--- config.mk ---
export PLATFORM = sky130hd
export DESIGN_NAME = ex_mem_latch
export DESIGN_NICKNAME = d
export VERILOG_FILES = /design/src/rtl/ex_mem_latch.sv
export SDC_FILE = /design/constraint.sdc
export NUM_CORES = 1
export LEC_CHECK = 0
export CORE_AREA = 2 2 174 176
export CTS_CLUSTER_SIZE = 8
export DETAILED_ROUTE_END_ITERATION = 7
export DIE_AREA = 0 0 176 178
export PLACE_DENSITY = 0.61
export SYNTH_ARGS = -nofsm -noshare
export SYNTH_HDL_FRONTEND = slang
export SYNTH_SLANG_ARGS = --single-unit
--- constraint.sdc ---
create_clock -name CLK -period 1.8 [get_ports CLK]
set_input_delay 0.36 -clock CLK [delete_from_list [all_inputs] [get_ports CLK]]
set_output_delay 0.36 -clock CLK [all_outputs]
set_load 0.005 [all_outputs]
--- src/rtl/ex_mem_latch.sv ---
// EX/MEM pipeline register with a data-cache sequencer: fields appear one cycle after capture,
// loads/stores hold dmemREN/dmemWEN until dhit while mem_stall holds the upstream stages.
module ex_mem_latch #(
  parameter int WORD_W = 32
) (
  input  logic              CLK,
  input  logic              nRST,
  input  logic              regwrite,
  input  logic [1:0]        memtoreg,
  input  logic              request_dmemREN,
  input  logic              request_dmemWEN,
  input  logic              halt_out,
  input  logic [WORD_W-1:0] NPC,
  input  logic [WORD_W-1:0] alu_result,
  input  logic [WORD_W-1:0] rdat_two,
  input  logic [4:0]        wsel,
  input  logic [WORD_W-1:0] imemload,
  input  logic [WORD_W-1:0] uppersixteen,
  input  logic              stall,
  input  logic              flush,
  input  logic              dhit,
  input  logic [WORD_W-1:0] dmemload,
  output logic              dmemREN,
  output logic              dmemWEN,
  output logic [WORD_W-1:0] dmemaddr,
  output logic [WORD_W-1:0] dmemstore,
  output logic              mem_stall,
  output logic              regwrite_ex_mem_output,
  output logic [1:0]        memtoreg_ex_mem_output,
  output logic              halt_out_ex_mem_output,
  output logic [WORD_W-1:0] NPC_ex_mem_output,
  output logic [WORD_W-1:0] alu_result_ex_mem_output,
  output logic [WORD_W-1:0] imemload_ex_mem_output,
  output logic [WORD_W-1:0] uppersixteen_ex_mem_output,
  output logic [4:0]        wsel_ex_mem_output,
  output logic [WORD_W-1:0] load_data_ex_mem_output
);

  typedef enum logic [1:0] {IDLE = 2'd0, ACCESS = 2'd1, DONE = 2'd2} state_t;

  state_t            state_q;
  logic              ren_q, wen_q, mem_stall_q;
  logic              regwrite_q, halt_q;
  logic [1:0]        memtoreg_q;
  logic [4:0]        wsel_q;
  logic [WORD_W-1:0] npc_q, alu_q, rdat_q, imem_q, upper_q, load_q;

  logic not_busy, bubble, capture;

  // A flush outside ACCESS always inserts a bubble, even under stall.
  assign not_busy = (state_q != ACCESS);
  assign bubble   = not_busy & flush;
  assign capture  = not_busy & ~stall & ~flush;

  always_ff @(posedge CLK or negedge nRST) begin
    if (!nRST) begin
      state_q     <= IDLE;
      ren_q       <= 1'b0;
      wen_q       <= 1'b0;
      mem_stall_q <= 1'b0;
      regwrite_q  <= 1'b0;
      halt_q      <= 1'b0;
      memtoreg_q  <= '0;
      wsel_q      <= '0;
      npc_q       <= '0;
      alu_q       <= '0;
      rdat_q      <= '0;
      imem_q      <= '0;
      upper_q     <= '0;
      load_q      <= '0;
    end else if (state_q == ACCESS) begin
      if (dhit) begin
        load_q      <= ren_q ? dmemload : '0;
        ren_q       <= 1'b0;
        wen_q       <= 1'b0;
        mem_stall_q <= 1'b0;
        state_q     <= DONE;
      end
    end else if (bubble) begin
      state_q     <= IDLE;
      ren_q       <= 1'b0;
      wen_q       <= 1'b0;
      mem_stall_q <= 1'b0;
      regwrite_q  <= 1'b0;
      memtoreg_q  <= '0;
      wsel_q      <= '0;
      npc_q       <= '0;
      alu_q       <= '0;
      rdat_q      <= '0;
      imem_q      <= '0;
      upper_q     <= '0;
      load_q      <= '0;
    end else if (capture) begin
      // A simultaneous load+store request is treated as a load.
      state_q     <= (request_dmemREN | request_dmemWEN) ? ACCESS : IDLE;
      ren_q       <= request_dmemREN;
      wen_q       <= request_dmemWEN & ~request_dmemREN;
      mem_stall_q <= request_dmemREN | request_dmemWEN;
      regwrite_q  <= regwrite;
      halt_q      <= halt_q | halt_out;
      memtoreg_q  <= memtoreg;
      wsel_q      <= wsel;
      npc_q       <= NPC;
      alu_q       <= alu_result;
      rdat_q      <= rdat_two;
      imem_q      <= imemload;
      upper_q     <= uppersixteen;
      load_q      <= '0;
    end
  end

  assign dmemREN                    = ren_q;
  assign dmemWEN                    = wen_q;
  assign mem_stall                  = mem_stall_q;
  assign dmemaddr                   = alu_q;
  assign dmemstore                  = rdat_q;
  assign regwrite_ex_mem_output     = regwrite_q;
  assign memtoreg_ex_mem_output     = memtoreg_q;
  assign halt_out_ex_mem_output     = halt_q;
  assign NPC_ex_mem_output          = npc_q;
  assign alu_result_ex_mem_output   = alu_q;
  assign imemload_ex_mem_output     = imem_q;
  assign uppersixteen_ex_mem_output = upper_q;
  assign wsel_ex_mem_output         = wsel_q;
  assign load_data_ex_mem_output    = load_q;

endmodule

* After elaboration in Yosys (flattened, before gate mapping)
Cells that the tools add are included.
W data, S select, Z words.
** Storage, ports and cells
- Register bits after elaboration :: 206
- Output and inout bits :: 236
- Logic and storage cells :: 69
** Cells by class
- Equality and inequality tests :: 3
- Multiplexer cells :: 36
- Bitwise operators :: 11
- Reductions and logical operators :: 5
** Operators by type and width (count)
- $mux W32 :: 15
- $mux W1 :: 13
- $mux W2 :: 6
- $mux W5 :: 2
- $not A1 Y1 :: 5
- $and A1 B1 Y1 :: 4
- $reduce_and A2 Y1 :: 2
- $reduce_and A3 Y1 :: 1
- $reduce_bool A3 Y1 :: 1
- $eq A2 B1 Y1 const B :: 1
- $ne A2 B1 Y1 const B :: 1
- $ne A2 B2 Y1 const B :: 1
- $or A1 B1 Y1 :: 2
- $reduce_bool A2 Y1 :: 1

* Logic depth before layout (Yosys ltp)
- Depth in word-level cells :: 6
- Gate-level depth with buffers :: 6

* Worst setup path before layout
OpenSTA, ideal clock, no wires.
- Path type :: flip-flop to flip-flop
- Start point :: register state_q[0]
- End point :: register ren_q, in the netlist dmemREN
- Setup time :: 0.083 ns
- Arrival time :: 1.339 ns
- Required time :: 1.717 ns
- Path slack :: 0.379 ns
- Stages on the path, launching flop included :: 5
- Buffers on the path :: 1
- Clock period less this slack :: 1.421 ns
- Cell sequence :: dfrtp_1 -> nor2b_4 -> buf_2 -> or4b_2 -> o21ai_0
** On the way
- Longest elaborated chain between the ends :: 5
- Elaborated cells on any way between the ends :: 10
- Those cells by class :: 3 x eq/ne; 2 x mux; 3 x bitwise; 2 x reduce/logical
** Ends and longest elaborated chain
- start, declared :: RTL line 41 : state_t state_q;
- start signal, assigned :: RTL line 95 : state_q <= (request_dmemREN | request_dmemWEN) ? ACCESS : IDLE;
- $ne A2 B1 Y1 :: RTL line 51 : assign not_busy = (state_q != ACCESS);
- $and A1 B1 Y1 (2 in series) :: RTL line 53 : assign capture = not_busy & ~stall & ~flush;
- $reduce_bool A3 Y1 (no source line)
- $reduce_and A2 Y1 (no source line)
- end signal, assigned :: RTL line 96 : ren_q <= request_dmemREN;
- end, declared :: RTL line 42 : logic ren_q, wen_q, mem_stall_q;
Parallel ways exist; a longest one is shown, timed or not.
A chain may end at the register's enable or synchronous reset.

* Worst setup path in the final report
- Start point :: register rdat_q[3], in the netlist dmemstore[3]
- End point :: output port dmemstore[3]
** RTL lines
- start, declared :: RTL line 46 : logic [WORD_W-1:0] npc_q, alu_q, rdat_q, imem_q, upper_q, load_q;
- start signal, assigned :: RTL line 105 : rdat_q <= rdat_two;
- end, declared :: RTL line 26 : output logic [WORD_W-1:0] dmemstore,
No word-level cell between the ends.

==> impl_metrics.env <==
export IMPL_max_freq_mhz=567
export IMPL_p_sw_mw=3.77
export IMPL_grt_max_degree=60
export IMPL_final_period_utilization=0.979
export IMPL_crit_fanout=2
export IMPL_route_detailed_wl_per_inst_um=19.2
export IMPL_finalCriticalPeriod_ps=1760
export IMPL_rows=63
export IMPL_final_nets=1242
export IMPL_die_w_um=176
export IMPL_path_class="flop to primary output"
export IMPL_p_leak_nw=7.68
export IMPL_crit_chain="clkdlybuf4s50_1"
export IMPL_crit_arrival_ps=1400
export IMPL_timing_rr_start="state_q[0]"
export IMPL_htree_num_levels=1
export IMPL_die_h_um=178
export IMPL_dpl_cell_area_sq_mm=0.0126
export IMPL_io_pins=444
export IMPL_path_clk_slew_ps=50
export IMPL_slowest_stage="clkdlybuf4s50_1"
export IMPL_grt_first_pass_wirelength_um=40100
export IMPL_finish_utilization=0.467
export IMPL_p_sw_frac=0.266
export IMPL_critical_path_top_delay_family="buffers and inverters"
export IMPL_cts_buffers=29
export IMPL_gp_congestion=0.811
export IMPL_p_int_mw=10.4
export IMPL_tightest_slew_ps=502
export IMPL_syn_area_sq_mm=0.00777
export IMPL_ys_ff_latch=205
export IMPL_powerDensity_mw_per_mm2=1030
export IMPL_grt_pass1_vias=6723
export IMPL_cts_tree="built"
export IMPL_synthCells=572
export IMPL_comb_power_share=0.269
export IMPL_p_seq_frac=0.401
export IMPL_crit_path_start_kind="flop"
export IMPL_rr_worst_depth=4
export IMPL_max_stage_delay_ps=530
export IMPL_start_util=0.264
export IMPL_syn_avg_cell_area_sq_um=13.6
export IMPL_cp_num_buf_inv=1
export IMPL_areaGrowthSynthToFinish_pct=76.8
export IMPL_clk_latency_ps=530
export IMPL_critPathCaptureType="primary output"
export IMPL_antenna_found_initial=3
export IMPL_via_per_inst=4.65
export IMPL_final_area_sq_mm=0.0137
export IMPL_drive_gt1_frac=0.106
export IMPL_grt_usage=0.163
export IMPL_ys_seq_area_frac=0.660
export IMPL_cp_required_ps=1440
export IMPL_slew_headroom=0.666
export IMPL_clockRootBuffer="clkbuf_16"
export IMPL_drc=0
export IMPL_overflow=0
export IMPL_fin_worst_skew_ps=8.57
export IMPL_wirelength_um=27400
export IMPL_placeableCoreArea_sq_mm=0.0294
export IMPL_cts_buffer_depth=3
export IMPL_numClockSinks=205
export IMPL_drv_slew=0
export IMPL_syn_nets=780
export IMPL_hold_class="input port to asynchronous set/reset pin"
export IMPL_ir_drop_v=0.000573
export IMPL_dr_pass1_iters=4
export IMPL_port_buffers=443
export IMPL_r2r_slack_ps=290
export IMPL_maxCapViolations=0
export IMPL_hold_viol=0
export IMPL_pwr_share_clk=0.329
export IMPL_ant_nets=0
export IMPL_synth_distinct_cells=22
export IMPL_vias=6626
export IMPL_tns_ps=0
export IMPL_drtIter0Drc=198
export IMPL_dp_hpwl_um=19400
export IMPL_dieArea_sq_mm=0.0313
export IMPL_setup_viol=0
export IMPL_worstReg2RegEnd="load_data_ex_mem_output[26]"
export IMPL_yosys_warnings=0
export IMPL_status="complete, no violations"
export IMPL_hold_ws_ps=396
export IMPL_power_mw=14.2
## through the flow
stage                     setup WS (ps)  instances
after floorplan                     379        572
after global placement            -8.30       1361
after detailed placement          -27.0       1361
after CTS                        0.0299       1411
after global routing              -17.1       1425
final                              37.7       1425
## kinds of logic after synthesis
logic type,synth area share
AND/OR/NAND/NOR,0.0366
AO/OA/AOI/OAI,0.213
buffers and inverters,0.0873
multiplexers,0.00290
flip-flops,0.660
## power by group through the flow
stage | Combinational, mW | Sequential, mW | Clock, mW
5_1_grt | 4.10 | 5.76 | 5.05
4_1_cts | 3.89 | 5.70 | 4.85
6_report | 3.82 | 5.69 | 4.67
3_5_place_dp | 3.90 | 5.79 | 0
3_3_place_gp | 3.86 | 5.79 | 0
2_1_floorplan | 1.40 | 5.78 | 0
## cells in the mapped netlist, drive strengths merged
master / number / area, sq um
a21o: 2 / 15.0
or3: 1 / 6.26
nor2: 2 / 7.51
inv: 34 / 128
nor3: 1 / 10.0
clkbuf: 21 / 78.8
mux2: 2 / 22.5
nand2b: 2 / 15.0
nor2b: 1 / 13.8
buf: 63 / 472
nand2: 1 / 3.75
or4b: 1 / 10.0
nand4: 32 / 200
o21ai: 34 / 170
nor4b: 2 / 17.5
dfrtp: 205 / 5130
a21oi: 1 / 5.00
a22o: 167 / 1460
## per-layer routing
metal / up-vias / GRT usage / share of wire
li1: 2996 / - / -
met1: 3250 / 0.199 / 0.39
met2: 318 / 0.277 / 0.49
met3: 58 / 0.0507 / 0.088
met4: 4 / 0.0489 / 0.029
met5: - / 0 / 0.00099
## registers in the layout, summed over array words and instances (netlist names)
name and count:
alu_result_ex_mem_output 32, memtoreg_ex_mem_output 2, imemload_ex_mem_output 32, wsel_ex_mem_output 5
dmemWEN 1, uppersixteen_ex_mem_output 32, dmemREN 1, halt_out_ex_mem_output 1
regwrite_ex_mem_output 1, load_data_ex_mem_output 32, NPC_ex_mem_output 32, dmemstore 32
state_q 2
## how the worst max path moves through the flow
stage / start / endpoint / depth (start not counted)
detailed placement: flush / load_data_ex_mem_output[13] / 5
global route: uppersixteen_ex_mem_output[10] / uppersixteen_ex_mem_output[10] / 1
global placement: stall / imemload_ex_mem_output[23] / 6
floorplan: state_q[0] / dmemREN / 4
finish: dmemstore[3] / dmemstore[3] / 1
CTS: alu_result_ex_mem_output[13] / dmemaddr[13] / 1
## area by class of cell
| cell class | instances | area [sq um] |
|---|---|---|
| multi-input cells | 249 | 1970 |
| inverters | 34 | 128 |
| fillers | 2665 | 15700 |
| clock buffers | 31 | 743 |
| well taps | 390 | 488 |
| flip-flops and latches | 205 | 5130 |
| repair buffers | 515 | 5270 |
| diodes | 1 | 2.50 |
## placed cells by master (no fill, tap or decap), types with 10 or more instances in the layout
| master | instances |
|---|---|
| clkdlybuf4s50_1 | 284 |
| inv_1 | 34 |
| o21ai_0 | 34 |
| dlygate4sd2_1 | 63 |
| buf_12 | 10 |
| nand4_1 | 32 |
| buf_4 | 61 |
| dlymetal6s2s_1 | 95 |
| clkbuf_16 | 29 |
| a22o_1 | 167 |
| dfrtp_1 | 204 |
## what timing repair did
item	CTS	global route
buffers inserted	18	13
gates cloned	0	0
resized for setup	64	95
hold buffers	1	0
hold endpoints to repair	44	0
endpoints found under the setup margin	83	103
No activity file was read; power rests on OpenSTA's default activity.
